## config.mk

```make
export PLATFORM = sky130hd
export DESIGN_NAME = alu_result_stage
export DESIGN_NICKNAME = d
export VERILOG_FILES = /design/src/rtl/alu_pkg.sv /design/src/rtl/alu_result_fifo.sv /design/src/rtl/alu_result_stage.sv
export SDC_FILE = /design/constraint.sdc
export NUM_CORES = 1
export LEC_CHECK = 0
export BUFFER_PORTS_ARGS = -buffer_cell sky130_fd_sc_hd__buf_4
export CORE_MARGIN = 2
export CORE_UTILIZATION = 40
export CTS_CLUSTER_DIAMETER = 30
export DETAILED_ROUTE_END_ITERATION = 10
export SKIP_LAST_GASP = 1
export SYNTH_ARGS = -nofsm -noshare
export SYNTH_HDL_FRONTEND = slang
export SYNTH_HIERARCHICAL = 1
export SYNTH_SLANG_ARGS = --single-unit
```

## constraint.sdc

```tcl
create_clock -name clk -period 2.35 [get_ports clk]
set_input_delay 0.47 -clock clk [delete_from_list [all_inputs] [get_ports clk]]
set_output_delay 0.47 -clock clk [all_outputs]
set_load 0.05 [all_outputs]
```

## src/rtl/alu_pkg.sv

```systemverilog
// alu_pkg: ALU op-code constants, op-class decode, flag bit indices and condition codes.
package alu_pkg;

    localparam logic [3:0] OP_AND  = 4'b0000;
    localparam logic [3:0] OP_OR   = 4'b0001;
    localparam logic [3:0] OP_ADD  = 4'b0010;
    localparam logic [3:0] OP_XOR  = 4'b0011;
    localparam logic [3:0] OP_SUB  = 4'b0110;
    localparam logic [3:0] OP_SLT  = 4'b0111;
    localparam logic [3:0] OP_CMP  = 4'b1010;
    localparam logic [3:0] OP_NOR  = 4'b1100;
    localparam logic [3:0] OP_NAND = 4'b1101;

    localparam int FLAG_N = 3;
    localparam int FLAG_Z = 2;
    localparam int FLAG_C = 1;
    localparam int FLAG_V = 0;

    localparam int ENTRY_W = 41;

    typedef enum logic [1:0] {CLS_ARITH, CLS_LOGIC, CLS_ILLEGAL} op_class_t;

    typedef enum logic [3:0] {
        COND_EQ, COND_NE, COND_CS, COND_CC, COND_MI, COND_PL, COND_VS, COND_VC,
        COND_HI, COND_LS, COND_GE, COND_LT, COND_GT, COND_LE, COND_AL, COND_NV
    } cond_t;

    function automatic op_class_t op_class(input logic [3:0] op);
        return (op inside {OP_ADD, OP_SUB, OP_CMP}) ? CLS_ARITH :
               (op inside {OP_AND, OP_OR, OP_XOR, OP_SLT, OP_NOR, OP_NAND}) ? CLS_LOGIC : CLS_ILLEGAL;
    endfunction

endpackage

```

## src/rtl/alu_result_fifo.sv

```systemverilog
// alu_result_fifo: 2-entry shift FIFO; slot 0 is the head and keeps its last value when empty.
module alu_result_fifo
    import alu_pkg::*;
(
    input  logic               clk,
    input  logic               rst_n,
    input  logic               in_valid,
    output logic               in_ready,
    input  logic [ENTRY_W-1:0] din,
    output logic               out_valid,
    input  logic               out_ready,
    output logic [ENTRY_W-1:0] dout
);

    logic [ENTRY_W-1:0] e0, e1;
    logic [1:0] count;
    logic push, pop;

    assign in_ready  = count != 2'd2;
    assign out_valid = count != 2'd0;
    assign push      = in_valid && in_ready;
    assign pop       = out_valid && out_ready;
    assign dout      = e0;

    always_ff @(posedge clk) begin
        if (!rst_n) begin
            count <= '0;
            e0    <= '0;
            e1    <= '0;
        end else begin
            count <= count + {1'b0, push} - {1'b0, pop};
            if (pop && count == 2'd2) begin
                e0 <= e1;
                if (push) e1 <= din;
            end else if (push) begin
                if (count == 2'd0 || pop) e0 <= din;
                else e1 <= din;
            end
        end
    end

endmodule

```

## src/rtl/alu_result_stage.sv

```systemverilog
// alu_result_stage: status-register update, flag sanitising, condition evaluation and
// result queueing toward writeback.
module alu_result_stage
    import alu_pkg::*;
(
    input  logic        clk,
    input  logic        rst_n,
    input  logic        in_valid,
    output logic        in_ready,
    input  logic [3:0]  alu_op,
    input  logic [31:0] alu_result,
    input  logic        alu_c,
    input  logic        alu_z,
    input  logic        alu_n,
    input  logic        alu_v,
    input  logic        flags_load,
    input  logic [3:0]  flags_din,
    input  logic [3:0]  cond_sel,
    output logic        cond_true,
    output logic [3:0]  flags_q,
    output logic        out_valid,
    input  logic        out_ready,
    output logic [31:0] out_data,
    output logic [3:0]  out_flags,
    output logic [3:0]  out_op,
    output logic        out_illegal
);

    op_class_t cls;
    logic [3:0] nf;
    logic n, z, c, v;

    assign cls = op_class(alu_op);
    // Logic ops carry C/V forward so undefined ALU carry/overflow never reaches state.
    assign nf = cls == CLS_ARITH ? {alu_n, alu_z, alu_c, alu_v} :
                cls == CLS_LOGIC ? {alu_n, alu_z, flags_q[FLAG_C], flags_q[FLAG_V]} : flags_q;

    always_ff @(posedge clk) begin
        if (!rst_n) flags_q <= '0;
        else if (flags_load) flags_q <= flags_din;
        else if (in_valid && in_ready) flags_q <= nf;
    end

    assign n = flags_q[FLAG_N];
    assign z = flags_q[FLAG_Z];
    assign c = flags_q[FLAG_C];
    assign v = flags_q[FLAG_V];

    always_comb begin
        cond_true = 1'b0;
        case (cond_t'(cond_sel))
            COND_EQ: cond_true = z;
            COND_NE: cond_true = !z;
            COND_CS: cond_true = c;
            COND_CC: cond_true = !c;
            COND_MI: cond_true = n;
            COND_PL: cond_true = !n;
            COND_VS: cond_true = v;
            COND_VC: cond_true = !v;
            COND_HI: cond_true = c && !z;
            COND_LS: cond_true = !c || z;
            COND_GE: cond_true = n == v;
            COND_LT: cond_true = n != v;
            COND_GT: cond_true = !z && (n == v);
            COND_LE: cond_true = z || (n != v);
            COND_AL: cond_true = 1'b1;
            default: cond_true = 1'b0;
        endcase
    end

    alu_result_fifo u_fifo (
        .clk       (clk),
        .rst_n     (rst_n),
        .in_valid  (in_valid),
        .in_ready  (in_ready),
        .din       ({alu_result, nf, alu_op, cls == CLS_ILLEGAL}),
        .out_valid (out_valid),
        .out_ready (out_ready),
        .dout      ({out_data, out_flags, out_op, out_illegal})
    );

endmodule

```

======== After elaboration in Yosys (flattened, before gate mapping) ========
Index checks and enable logic that the tools add are counted.
cells by class
  $add $sub $neg .......................... 2
  equality and inequality tests ........... 29
  multiplexer cells ....................... 14
  reductions and logical operators ........ 24
operators by type and width
  operator            count
  $mux 41             7
  $eq 4x4->1 const B  10
  $eq 4x3->1 const B  6
  $eq 4x2->1 const B  4
  $mux 4              4
  $pmux 1 s15         1
  $eq 4x1->1 const B  2
  $logic_not 4->1     2
  $reduce_bool 2->1   4
  $reduce_bool 6->1   1
  $logic_and 1x1->1   5
  $eq 2x2->1 const B  2
  $logic_not 1->1     4
  $logic_not 2->1     2
  $mux 2              2
  $reduce_and 2->1    2
  $logic_or 1x1->1    3
  $reduce_bool 3->1   1
  $add 2x1->2         1
  $eq 2x1->1 const B  1
  $ne 2x1->1 const B  1
  $ne 2x2->1 const B  1
  $sub 2x1->2         1
  $eq 1x1->1          1
  $ne 1x1->1          1
word-level totals
  register bits after elaboration ......... 88
  input bits .............................. 53
  output and inout port bits .............. 48
  logic and storage cells ................. 73

======== Longest topological paths before layout ========
  word-level depth ........................ 10
  depth in mapped cells ................... 9
  gate-level depth less buffers ........... 9

======== By module ========
The synthesis kept the hierarchy.
modules (own cells, without submodules)
  module            times used  cells each  area each (µm²)  sequential area each (µm²)
  alu_result_fifo   1           387         3716.1           1681.6
  alu_result_stage  1           61          479.2            80.1

======== Least setup slack after synthesis ========
No wires, ideal clock.
  path type ............................... register to output
  start ................................... register flags_q[0]
  end ..................................... output cond_true
  data arrival time ....................... 1.967 ns
  required time ........................... 1.880 ns
  path slack .............................. -0.087 ns
  cell stages (with the launch flop) ...... 5
  buffers on the path ..................... 0
  path through ............................ dfxtp_1 -> xor2_1 -> o22ai_1 -> xnor2_1 -> o2111ai_1
between the ends
  cells in the longest elaborated chain, start to end .. 3
  elaborated cells between the ends (all ways) .. 6
  classes of those cells .................. eq/ne (2); mux (1); reduce/logical (3)
ends and longest elaborated chain
  item                                                   RTL line                                        text
  start: declaration                                     alu_result_stage.sv:20                          output logic [3:0] flags_q,
  start signal: assignment                               alu_result_stage.sv:40                          else if (flags_load) flags_q <= flags_din;
  start signal: assignment                               alu_result_stage.sv:41                          else if (in_valid && in_ready) flags_q <= nf;
  $ne 1x1->1 or $eq 1x1->1 (tied branches)               n/a
  $logic_or 1x1->1 or $logic_and 1x1->1 (tied branches)  alu_result_stage.sv:65, alu_result_stage.sv:64
  $pmux 1 s15 (*)                                        alu_result_stage.sv:51                          case (cond_t'(cond_sel))
  end: declaration                                       alu_result_stage.sv:19                          output logic cond_true,
Every way passes the cells marked *; elsewhere a longest branch is shown, timed or not.

======== Final worst setup path ========
  start ................................... register flags_q[3]
  end ..................................... output cond_true
Same word-level chain as after synthesis.

==> metrics.md <==
| Metric | Value |
|---|---|
| Achievable frequency | `467 MHz` |
| Worst hold slack | `0.375 ns` |
| Post-synth cell types | `42` |
| CTS tree | `yes` |
| Crit-path cells | `xor2_1 > o22ai_1 > xnor2_1 > o2111ai_2 > buf_4` |
| Area contributors post-synth | `dfxtp_1 42%, a221oi_2 14%, mux2i_1 10%` |
| DR WL met3 | `647 um` |
| Wl on met1 | `4.71 mm` |
| Post-Syn Area per Cell | `9.36 um^2` |
| Pre-CTS WS | `0.366 ns` |
| Status | `finished clean` |
| Worst EP arrival | `1.67 ns` |
| Crit end category | `output pin` |
| Slew margin rel. | `0.529` |
| Startpoint types | `flip-flop` |
| Power Density | `1030 nW/um^2` |
| Worst R2R Start | `u_fifo/count[1]` |
| Hold Crit Class | `in -> reg` |
| H-tree depth | `3` |
| Antenna diodes | `0` |
| Dpl cell area | `5060 um^2` |
| Ys Warns | `6` |
| Chip height | `106 um` |
| RSZ-0062 raised after global routing | `false` |
| IO Pins | `101` |
| Root Buffer | `clkbuf_8` |
| Nets@finish | `585` |
| Uppermost routed layer | `met4` |
| Final setup margin | `0.208 ns` |
| Post-CTS Resized | `0` |
| DR WL/cell | `15.7 um` |
| Critical setup path kind | `reg -> out` |
| Sequential fraction of the synthesis area | `0.420` |
| Via count | `3535` |
| Reg-to-reg slack, setup | `0.51 ns` |
| Post-DP HPWL | `7.16 mm` |
| Clock Sinks | `88` |
| Clk_lat worst skew | `0.34 ns` |
| Post-CTS setup buffers | `0` |
| CTS clk-pin slew, worst paths | `0.09 ns` |
| Synth Instances | `448` |
| Longest Clk Path Bufs | `2` |
| Largest net degree at the start of global routing | `42` |
| Net Count, Synth | `503` |
| Die span in x | `106 um` |
| Cell Area, Synth | `4200 um^2` |
| Core area | `10200 um^2` |
| WP data required | `1.88 ns` |
| Maximum vdd drop | `623 uV` |
| EDFF count, synth | `0` |
| # hold bufs at CTS | `0` |
| Maximum fanout along the worst path | `8` |
| First-pass GRT wire length | `17.1 mm` |
| Number of global-route vias before repair | `3482` |
| Hold Crit Depth | `3` |
| Finish-stage setup viols | `0` |
| Final Hold Viols | `0` |
| Footprint of the multi-input gates | `2230 um^2` |
| Fillers | `919` |
| Total GRT Usage | `0.187` |
| Crit path from | `flags_q[3]` |
| Vias per cell | `5.27` |
| Number of CTS-inserted buffers | `9` |
| P&R area growth vs syn | `25.6%` |
| Slew Viols, Final | `0` |
| Hold_sp | `alu_result[29]` |
| Detailed-route DRC error count | `0` |
| Final worst-path cycle share | `0.912` |
| Number of max-cap violations | `0` |
| Setup TNS | `0 ns` |
| Slowest cell on the critical path | `dfxtp_1` |
| First DRT Iteration DRCs | `109` |
| Met2 wire len | `5.07 mm` |
| Rows | `37` |
| Worst path max stage delay | `0.51 ns` |
| Initial antenna violation count | `0` |
| Top-area cell type share of the netlist area | `0.420` |
| Number of flip-flops and latches in the synthesized netlist | `88` |
| Actual slew at the worst max-slew pin | `0.706 ns` |
| Initial Util | `0.410` |
| Reg2reg path depth | `8` |
| Clk_skew | `0.00970 ns` |
| Reg2reg end | `u_fifo/count[1]` |
| Min Clock Period, post-route | `2.14 ns` |
| Routed Antenna Nets | `0` |
| Grt total ovfl | `0` |
| Yosys top cell by area | `dfxtp_1` |
| Worst hold endpoint | `u_fifo/e1[38]` |
| GPL Wtd Cong | `0.729` |
| Die ar. | `11300 um^2` |
| PortBufs | `100` |
| Register Area | `1760 um^2` |
| First-pass detailed-route iteration total | `5` |
| Asr flop ratio synth | `0` |
| Post-synth top flop | `dfxtp_1` |
| Final Cell Area | `5270 um^2` |
| WL final | `10.5 mm` |
| Share of cells above drive strength 1 | `0.336` |
| Leak pwr | `2.33 nW` |
==> logic make-up (layout without fill, tap and decap cells) <==
group	count (synthesis)	count (layout)	share of synthesized area
muxes	45	45	0.109
adders and majority gates	2	2	0.00596
DFF	88	88	0.420
and+or+nand+nor	164	164	0.171
buffers and inverters	42	129	0.0522
xor gates and xnor gates	5	5	0.0104
AOI/OAI and AO/OA	102	102	0.231
==> cells in the final DEF (no fill, tap or decap), drive strengths merged, types with 3 or more instances in the layout <==
| cell | count |
|---|---|
| buf | 110 |
| clkinv | 3 |
| nand2b | 4 |
| nor2 | 46 |
| nand2 | 88 |
| o21ai | 4 |
| and2 | 7 |
| clkbuf | 11 |
| a31o | 4 |
| a221oi | 41 |
| a21o | 3 |
| xnor2 | 3 |
| a21oi | 42 |
| nand3b | 4 |
| mux2 | 3 |
| mux2i | 42 |
| dfxtp | 88 |
==> synth_stat cells (2+ instances only) <==
library cell  instances
xnor2_1               3
ha_1                  2
nand2b_1              4
or3b_2                2
and3b_1               2
a31o_2                2
nand2_1              88
a31o_1                2
a221oi_2             40
inv_1                 3
buf_6                 4
a21oi_1              42
nor3_1                2
a21o_1                2
buf_2                13
nand3b_1              4
clkbuf_1             18
o21ai_0               4
dfxtp_1              88
mux2i_1              42
mux2_2                2
buf_4                 4
xor2_1                2
a31oi_1               2
nor2_1               46
and3_1                2
nor4bb_1              2
nor2b_1               2
and2_1                6
==> routing by layer <==
metal | vias up | track usage
li1 | 1749 | -
met4 | 0 | 0.0566
met3 | 7 | 0.0478
met2 | 93 | 0.319
met1 | 1686 | 0.232
met5 | - | 0
==> area by class of cell <==
cell class,count,area share
Clock inverter,5,0.0154
Clock buffer,11,0.0249
Sequential cell,88,0.334
Inverter,3,0.00237
Multi-Input combinational cell,318,0.422
Tap cell,136,0.0323
Timing Repair Buffer,110,0.169
==> power breakdown <==
part / switching (mW) / internal (mW)
clock network: 0.536 / 0.601
logic: 1.57 / 0.835
registers: 0.156 / 1.74
==> through the flow <==
step	cells	utilization	power, mW
after floorplan	448	-	3.70
after global placement	655	0.494	4.32
after detailed placement	655	0.494	4.35
after CTS	671	0.515	5.48
after global routing	671	0.515	5.71
final	671	0.515	5.44
==> registers in the layout (all words and copies together) (netlist names) <==
signal,cells
u_fifo/e1,41
u_fifo/dout,41
flags_q,4
u_fifo/count,2
==> worst max-delay path: cells and delay by family, from the launching register on <==
family          cells  cell delay, ns
buf+inv             1            0.22
flops               1            0.51
xor+xnor            2            0.32
compound gates      2            0.28
==> worst max-delay path by stage <==
stage | slack (ns) | cells past startpoint | end
final | 0.21 | 5 | cond_true
after global routing | 0.1 | 5 | cond_true
after CTS | 0.19 | 5 | cond_true
after detailed placement | 0.37 | 6 | u_fifo/dout[8]
after global placement | 0.40 | 6 | u_fifo/dout[7]
after floorplan | 0.22 | 4 | cond_true
(Power assumes the default switching activity.)
